**src/rtl/riscv_timer_slave.sv**
```systemverilog
// Memory-mapped timer slave: CTRL/COUNT/COMPARE/STATUS window behind a fixed-latency
// request/ready handshake, with a registered compare-match interrupt acknowledged by irq_ret_i.
module riscv_timer_slave #(
  parameter logic [31:0] BASE_ADDR = 32'h8000_0000,
  parameter int unsigned LATENCY   = 2,
  parameter int unsigned PRESCALE  = 1
) (
  input  logic        clk_i,
  input  logic        rst_ni,
  input  logic        mem_req_i,
  input  logic        mem_we_i,
  input  logic [3:0]  mem_be_i,
  input  logic [31:0] mem_addr_i,
  input  logic [31:0] mem_wd_i,
  output logic [31:0] mem_rd_o,
  output logic        mem_ready_o,
  output logic        irq_req_o,
  input  logic        irq_ret_i
);

  localparam logic [3:0]  LAT       = 4'(LATENCY);
  localparam logic [15:0] PRESC_MAX = 16'(PRESCALE - 1);

  typedef enum logic [1:0] {
    IDLE = 2'd0,
    WAIT = 2'd1,
    RESP = 2'd2
  } state_e;

  state_e      state_q, state_d;
  logic [3:0]  wait_q, wait_d;
  logic        we_q, we_d;
  logic [3:0]  be_q, be_d;
  logic [31:2] addr_q, addr_d;
  logic [31:0] wd_q, wd_d;

  logic [2:0]  ctrl_q, ctrl_d;
  logic [31:0] count_q, count_d;
  logic [31:0] compare_q, compare_d;
  logic        pending_q, pending_d;
  logic [15:0] presc_q, presc_d;
  logic        irq_q, irq_d;

  logic        in_win;
  logic [1:0]  sel;
  logic        commit;
  logic        tick;
  logic        match;
  logic        w1c;
  logic [1:0]  unused_addr_lsb;

  assign unused_addr_lsb = mem_addr_i[1:0];

  function automatic logic [31:0] byte_merge(input logic [31:0] old_v,
                                             input logic [31:0] new_v,
                                             input logic [3:0]  be);
    logic [31:0] res;
    res = old_v;
    for (int i = 0; i < 4; i++) begin
      if (be[i]) res[8*i +: 8] = new_v[8*i +: 8];
    end
    return res;
  endfunction

  always_comb begin
    state_d = state_q;
    wait_d  = wait_q;
    we_d    = we_q;
    be_d    = be_q;
    addr_d  = addr_q;
    wd_d    = wd_q;
    case (state_q)
      IDLE: begin
        if (mem_req_i) begin
          we_d   = mem_we_i;
          be_d   = mem_be_i;
          addr_d = mem_addr_i[31:2];
          wd_d   = mem_wd_i;
          if (LAT == 4'd0) begin
            state_d = RESP;
          end else begin
            state_d = WAIT;
            wait_d  = LAT - 4'd1;
          end
        end
      end
      WAIT: begin
        if (wait_q == 4'd0) state_d = RESP;
        else                wait_d  = wait_q - 4'd1;
      end
      RESP:    state_d = IDLE;
      default: state_d = IDLE;
    endcase
  end

  assign in_win      = (addr_q[31:4] == BASE_ADDR[31:4]);
  assign sel         = addr_q[3:2];
  assign commit      = (state_q == RESP) && we_q && in_win;
  assign mem_ready_o = (state_q == RESP);
  assign irq_req_o   = irq_q;

  always_comb begin
    mem_rd_o = 32'd0;
    if ((state_q == RESP) && in_win) begin
      case (sel)
        2'd0:    mem_rd_o = {29'd0, ctrl_q};
        2'd1:    mem_rd_o = count_q;
        2'd2:    mem_rd_o = compare_q;
        default: mem_rd_o = {31'd0, pending_q};
      endcase
    end
  end

  // A match is only evaluated on an increment tick, never while the timer is stopped.
  assign tick  = ctrl_q[0] && (presc_q == PRESC_MAX);
  assign match = tick && (count_q == compare_q);
  assign w1c   = commit && (sel == 2'd3) && be_q[0] && wd_q[0];

  always_comb begin
    presc_d   = presc_q;
    count_d   = count_q;
    ctrl_d    = ctrl_q;
    compare_d = compare_q;
    pending_d = pending_q;
    irq_d     = pending_q & ctrl_q[2];

    if (ctrl_q[0]) presc_d = tick ? 16'd0 : presc_q + 16'd1;
    if (tick)      count_d = (match && ctrl_q[1]) ? 32'd0 : count_q + 32'd1;

    if (commit) begin
      case (sel)
        2'd0:    if (be_q[0]) ctrl_d = wd_q[2:0];
        2'd1:    if (be_q != 4'd0) count_d = byte_merge(count_q, wd_q, be_q);
        2'd2:    compare_d = byte_merge(compare_q, wd_q, be_q);
        default: ;
      endcase
    end

    // Set has priority over either clear source.
    if (irq_ret_i || w1c) pending_d = 1'b0;
    if (match)            pending_d = 1'b1;
  end

  always_ff @(posedge clk_i or negedge rst_ni) begin
    if (!rst_ni) begin
      state_q   <= IDLE;
      wait_q    <= 4'd0;
      we_q      <= 1'b0;
      be_q      <= 4'd0;
      addr_q    <= '0;
      wd_q      <= 32'd0;
      ctrl_q    <= 3'd0;
      count_q   <= 32'd0;
      compare_q <= 32'hFFFF_FFFF;
      pending_q <= 1'b0;
      presc_q   <= 16'd0;
      irq_q     <= 1'b0;
    end else begin
      state_q   <= state_d;
      wait_q    <= wait_d;
      we_q      <= we_d;
      be_q      <= be_d;
      addr_q    <= addr_d;
      wd_q      <= wd_d;
      ctrl_q    <= ctrl_d;
      count_q   <= count_d;
      compare_q <= compare_d;
      pending_q <= pending_d;
      presc_q   <= presc_d;
      irq_q     <= irq_d;
    end
  end

endmodule

```
**config.mk**
```make
export PLATFORM = sky130hd
export DESIGN_NAME = riscv_timer_slave
export DESIGN_NICKNAME = d
export VERILOG_FILES = /design/src/rtl/riscv_timer_slave.sv
export SDC_FILE = /design/constraint.sdc
export NUM_CORES = 1
export LEC_CHECK = 0
export ABC_CLOCK_PERIOD_IN_PS = 3900
export BUFFER_PORTS_ARGS = -buffer_cell sky130_fd_sc_hd__buf_2
export CORE_ASPECT_RATIO = 0.5
export CORE_MARGIN = 5
export CORE_UTILIZATION = 55
export DETAILED_ROUTE_END_ITERATION = 16
export GPL_ROUTABILITY_DRIVEN = 0
export PLACE_DENSITY_LB_ADDON = 0.3
export SLEW_MARGIN = 10
export SYNTH_ARGS = -nofsm -noshare
export SYNTH_HDL_FRONTEND = slang
export SYNTH_SLANG_ARGS = --single-unit
```
**constraint.sdc**
```tcl
create_clock -name clk_i -period 3.9 [get_ports clk_i]
set_input_delay 1.17 -clock clk_i [delete_from_list [all_inputs] [get_ports clk_i]]
set_output_delay 1.17 -clock clk_i [all_outputs]
set_load 0.02 [all_outputs]
```
[Yosys cells after proc, flatten, opt, wreduce, memory -nomap -nowiden]
Index checks and enable logic that the tools add are counted.
Word-level totals
  flip-flop bits (word level): 158
  bits in latches: 0
  memory bits (writable): 0
  memory bits (read-only): 0
  bits of input ports: 73
  output and inout bits: 34
  logic and storage cells: 81
  memories kept: 0
Cells by class
  $add $sub $neg: 3
  multiply operators: 0
  divide/modulo/power cells: 0
  magnitude comparators: 0
  equality and inequality tests: 14
  shift operators: 0
  muxes and demuxes: 20
  bitwise operators: 1
  reductions and logical operators: 25
Operators by type and width (count)
  32-bit 2-to-1 mux: 6
  32-bit case mux with 3 select lines: 1
  32-bit by 1-bit adder with 32-bit output (second input constant): 1
  32-bit == test: 1
  8-bit 2-to-1 mux: 4
  28-bit == test (second input constant): 1
  3-bit AND reduction: 6
  16-bit by 1-bit adder with 16-bit output (second input constant): 1
  16-bit zero test: 1
  16-bit 2-to-1 mux: 1
  4-bit inequality test (second input constant): 4
  1-bit logical AND: 9
  4-bit 2-to-1 mux: 2
  4-bit case mux with 2 select lines: 1
  2-bit == test (second input constant): 3
  2-bit inequality test (second input constant): 3
  2-bit by 1-bit == test with 1-bit output (second input constant): 2
  2-bit zero test: 2
  4-bit zero test: 1
  2-bit 2-to-1 mux: 2
  2-bit case mux with 2 select lines: 1
  2-bit AND reduction: 2
  2-bit nonzero test: 2
  4-bit nonzero test: 1
  other kinds (4): 5

[Longest topological paths before layout]
  depth after elaboration: 9
  depth in mapped cells: 10
  gate-level depth less buffers: 8

[Least setup slack after synthesis]
Ideal clock, no wire load.
  path type: register -> output
  start: register state_q[0]
  end: output mem_rd_o[10]
  data arrival time: 2.011 ns
  required time: 2.730 ns
  slack: 0.719 ns
  stages on the path, launching flop included: 7
  path buffers: 2
  path through: dfrtp_1 > nor2b_1 > nand4_1 > or2_2 > clkbuf_1 > clkbuf_1 > nor2_1
Between the ends
  cells in the longest elaborated chain, start to end: 3
RTL lines
  start, declared: line 30  | state_e state_q, state_d;
  start signal, assigned: line 159  | state_q <= state_d;
  2-bit == test
  named net mem_ready_o: line 16  | output logic mem_ready_o,
  1-bit logical AND: line 104  | if ((state_q == RESP) && in_win) begin
  32-bit 2-to-1 mux: line 104
  end, declared: line 15  | output logic [31:0] mem_rd_o,
The timed path passes the listed nets, and every way through them passes these cells.

[Final worst setup path]
  start: register addr_q[29] (netlist name)
  end: output mem_rd_o[8]
Between the ends
  cells in the longest elaborated chain, start to end: 3
RTL lines
  start, declared: line 34  | logic [31:2] addr_q, addr_d;
  start signal, assigned: line 163  | addr_q <= addr_d;
  28-bit == test: line 96  | assign in_win = (addr_q[31:4] == BASE_ADDR[31:4]);
  1-bit logical AND: line 104
  32-bit 2-to-1 mux: line 104
Every way passes these cells.

==> flow_summary.ini <==
[yosys]
synth_top_family_by_area = simple AND/OR/NAND/NOR gates
ys_types = 59
synth_edf_count = 0
avgSynthCellArea_sq_um = 10.8
synth-xor-area-share = 0.0575
synthCells = 789
synthArstFlopShare = 1.00
ys.flop_type = dfrtp_1
seq_area_frac_synth = 0.469
synth_adder_area_share = 0.00735
synth_compound_area_frac = 0.0955
yosysWarningCount = 0
syn_area_sq_mm = 0.00851
syn_nets = 867
synth-simple-area-share = 0.175
muxShareOfSynthArea = 0.150
synth-seq-cells = 158

[clocking]
clock_latency_ns = 0.43
htree_levels = 4
cts_tree = yes
numCtsBuffers = 17
clk_pin_slew_ns = 0.06
clock_path_buffers = 2
cts_setup_buffers = 0
cts_num_sinks = 158
root_buffer = clkbuf_16

[global_route]
grt_overflow = 0
grt_max_degree = 63
track_usage = 0.250
antenna_found_initial = 3
grt_pass1_vias = 6790
grt_pass1_wl_mm = 35.9

[timing]
max_freq_ghz = 0.281
setup_violations = 0
timing.final.crit_period_ns = 3.56
fin_crit_sh = 0.914
clock_skew_ns = 0.00995
hold_viol = 0
drv_slew = 0
whs_ns = 0.493
relSlewSlack = 0.418
rsz0062_at_grt = false
worst_slew_pin_slew_ns = 0.874
setup_tns_ns = 0

[outcome]
status = completed

[cells_and_area]
final_cells = 1086
synthToLayoutAreaGrowth_pct = 14.3
final_core_util = 0.636
layout-drive-gt1-share = 0.353
final_nets = 946

[critical_path]
startpoint_type = register
critPathMaxFanout = 34
end_kind = primary output
worst_ep_arrival_time_ns = 2.39
critPathKind = reg -> out
crit_required_ns = 2.73

[power_and_ir_drop]
power_density_mw_per_mm2 = 542
p_total_mw = 5.27
vdd_drop_max_uv = 420
leakagePower_nw = 4.30

[placed_design]
dp_hpwl_mm = 15.1
io_buffers = 104
placedCellCount = 1053

[detailed_routing]
num_vias = 6784
drc = 0
wl_per_cell_microns = 20.2
dr.pass1.iters = 5
viasPerCell = 6.25
drtIter0Drc = 681
route.antenna.remaining_nets = 0
wl_mm = 22.0

[die]
core_sq_mm = 0.0153
die_w_microns = 186
initial_core_util = 0.556
dieArea_sq_mm = 0.0182
io_pins = 107
die_h_microns = 97.9
rows = 32

[run]
cap_violations = 0

[min_path]
min_path_type = reg -> reg
worst max-delay path, cell delays in order, from the launching register on:
cell	delay [ns]
dfrtp_1	0.40
nor4b_1	0.43
nand4_1	0.29
or2_4	0.49
nor2_1	0.17
buf_2	0.18
state kept, by name, summed over array words and instances, names as in the netlist:
name	cells
addr_q	30
be_q	4
compare_q	32
count_q	32
ctrl_q	3
irq_req_o	1
pending_q	1
presc_q	16
state_q	2
wait_q	4
wd_q	32
we_q	1
cell usage after synthesis (all sizes together) (4+ instances only):
cell type / n / area share
dfrtp: 126 / 0.37
mux2: 105 / 0.14
nor2: 65 / 0.029
nand2: 39 / 0.018
nand4: 35 / 0.031
nor4: 35 / 0.029
dfstp: 32 / 0.099
buf: 30 / 0.024
a22oi: 29 / 0.026
o21ai: 29 / 0.018
xnor2: 28 / 0.029
clkbuf: 27 / 0.012
xor2: 27 / 0.029
nor3: 23 / 0.015
nand3: 22 / 0.013
inv: 20 / 0.0088
a32oi: 16 / 0.016
a31oi: 13 / 0.0096
and3: 12 / 0.0088
a21oi: 8 / 0.0047
mux2i: 7 / 0.0082
o22ai: 6 / 0.0044
ha: 5 / 0.0074
or3: 5 / 0.0037
and4: 4 / 0.0041
nand2b: 4 / 0.0029
nor2b: 4 / 0.0029
nor3b: 4 / 0.0041
o311ai: 4 / 0.0041
path summary, 6_finish.rpt:
path | startpoint | end | slack (ns) | cells after the start
max in group asynchronous | rst_ni | compare_q[23] | 2.34 | 2
hold / removal | presc_q[15] | presc_q[15] | 0.49 | 1
setup / recovery | addr_q[29] | mem_rd_o[8] | 0.34 | 5
min in group asynchronous | rst_ni | presc_q[11] | 0.71 | 1
setup reg to reg | addr_q[2] | count_q[24] | 0.79 | 7
hold reg to reg | presc_q[15] | presc_q[15] | 0.49 | 1
repair_timing:
item	4_1_cts	5_1_grt
hold buffers	0	0
hold endpoints to repair	0	0
setup endpoints to repair	0	2
resized for setup	0	1
cells in the final DEF (no fill, tap or decap), types with 6 or more instances in the layout:
master / netlist / routed
dfrtp_1: 126 / 126
mux2_2: 105 / 105
buf_2: 19 / 103
nor2_1: 63 / 63
nand2_1: 38 / 38
nor4_1: 33 / 33
dfstp_2: 32 / 32
nand4_1: 29 / 29
a22oi_1: 29 / 29
xnor2_1: 28 / 28
xor2_1: 26 / 26
nand3_1: 22 / 22
nor3_1: 21 / 21
inv_1: 20 / 20
o21ai_1: 18 / 18
clkbuf_16: 0 / 17
a32oi_1: 16 / 16
a31oi_1: 13 / 13
and3_1: 12 / 12
buf_4: 4 / 11
o21ai_0: 10 / 10
a21oi_1: 8 / 8
mux2i_1: 7 / 7
o22ai_1: 6 / 6
kinds of logic (layout without fill, tap and decap cells):
logic type	after synthesis	in the layout
buffers and inverters	77	169
AO/OA/AOI/OAI	115	115
flip-flops	158	158
adder cells (fa/ha/maj)	5	5
XOR/XNOR	55	55
other	0	1
AND/OR/NAND/NOR	266	266
multiplexers	113	113
layout make-up:
type | count | area [sq um]
fill | 1266 | 5570
multi-input combinational | 554 | 4140
sequential | 158 | 3990
timing repair buffer | 117 | 649
clock buffer | 17 | 425
tap | 204 | 255
clock inverter | 15 | 185
inverter | 20 | 75.1
antenna | 1 | 2.50
routing by layer:
| metal | wire (microns) | vias up | global-route usage |
|---|---|---|---|
| li1 | - | 3059 | - |
| met1 | 9470 | 3345 | 0.351 |
| met2 | 10000 | 324 | 0.379 |
| met3 | 2050 | 50 | 0.0707 |
| met4 | 441 | 6 | 0.0755 |
| met5 | 32 | - | 0 |
power breakdown:
group / switching [mW] / internal, mW
Sequential: 0.414 / 2.03
Clock: 0.728 / 1.02
Combinational: 0.506 / 0.571
stage by stage:
step	cell area, sq um	worst slack, ns
CTS	9720	0.118
detailed placement	9110	0.575
finish	9730	0.336
global placement	9110	0.724
floorplan	8510	0.719
global route	9720	0.210
No activity file was read; power rests on OpenSTA's default activity.
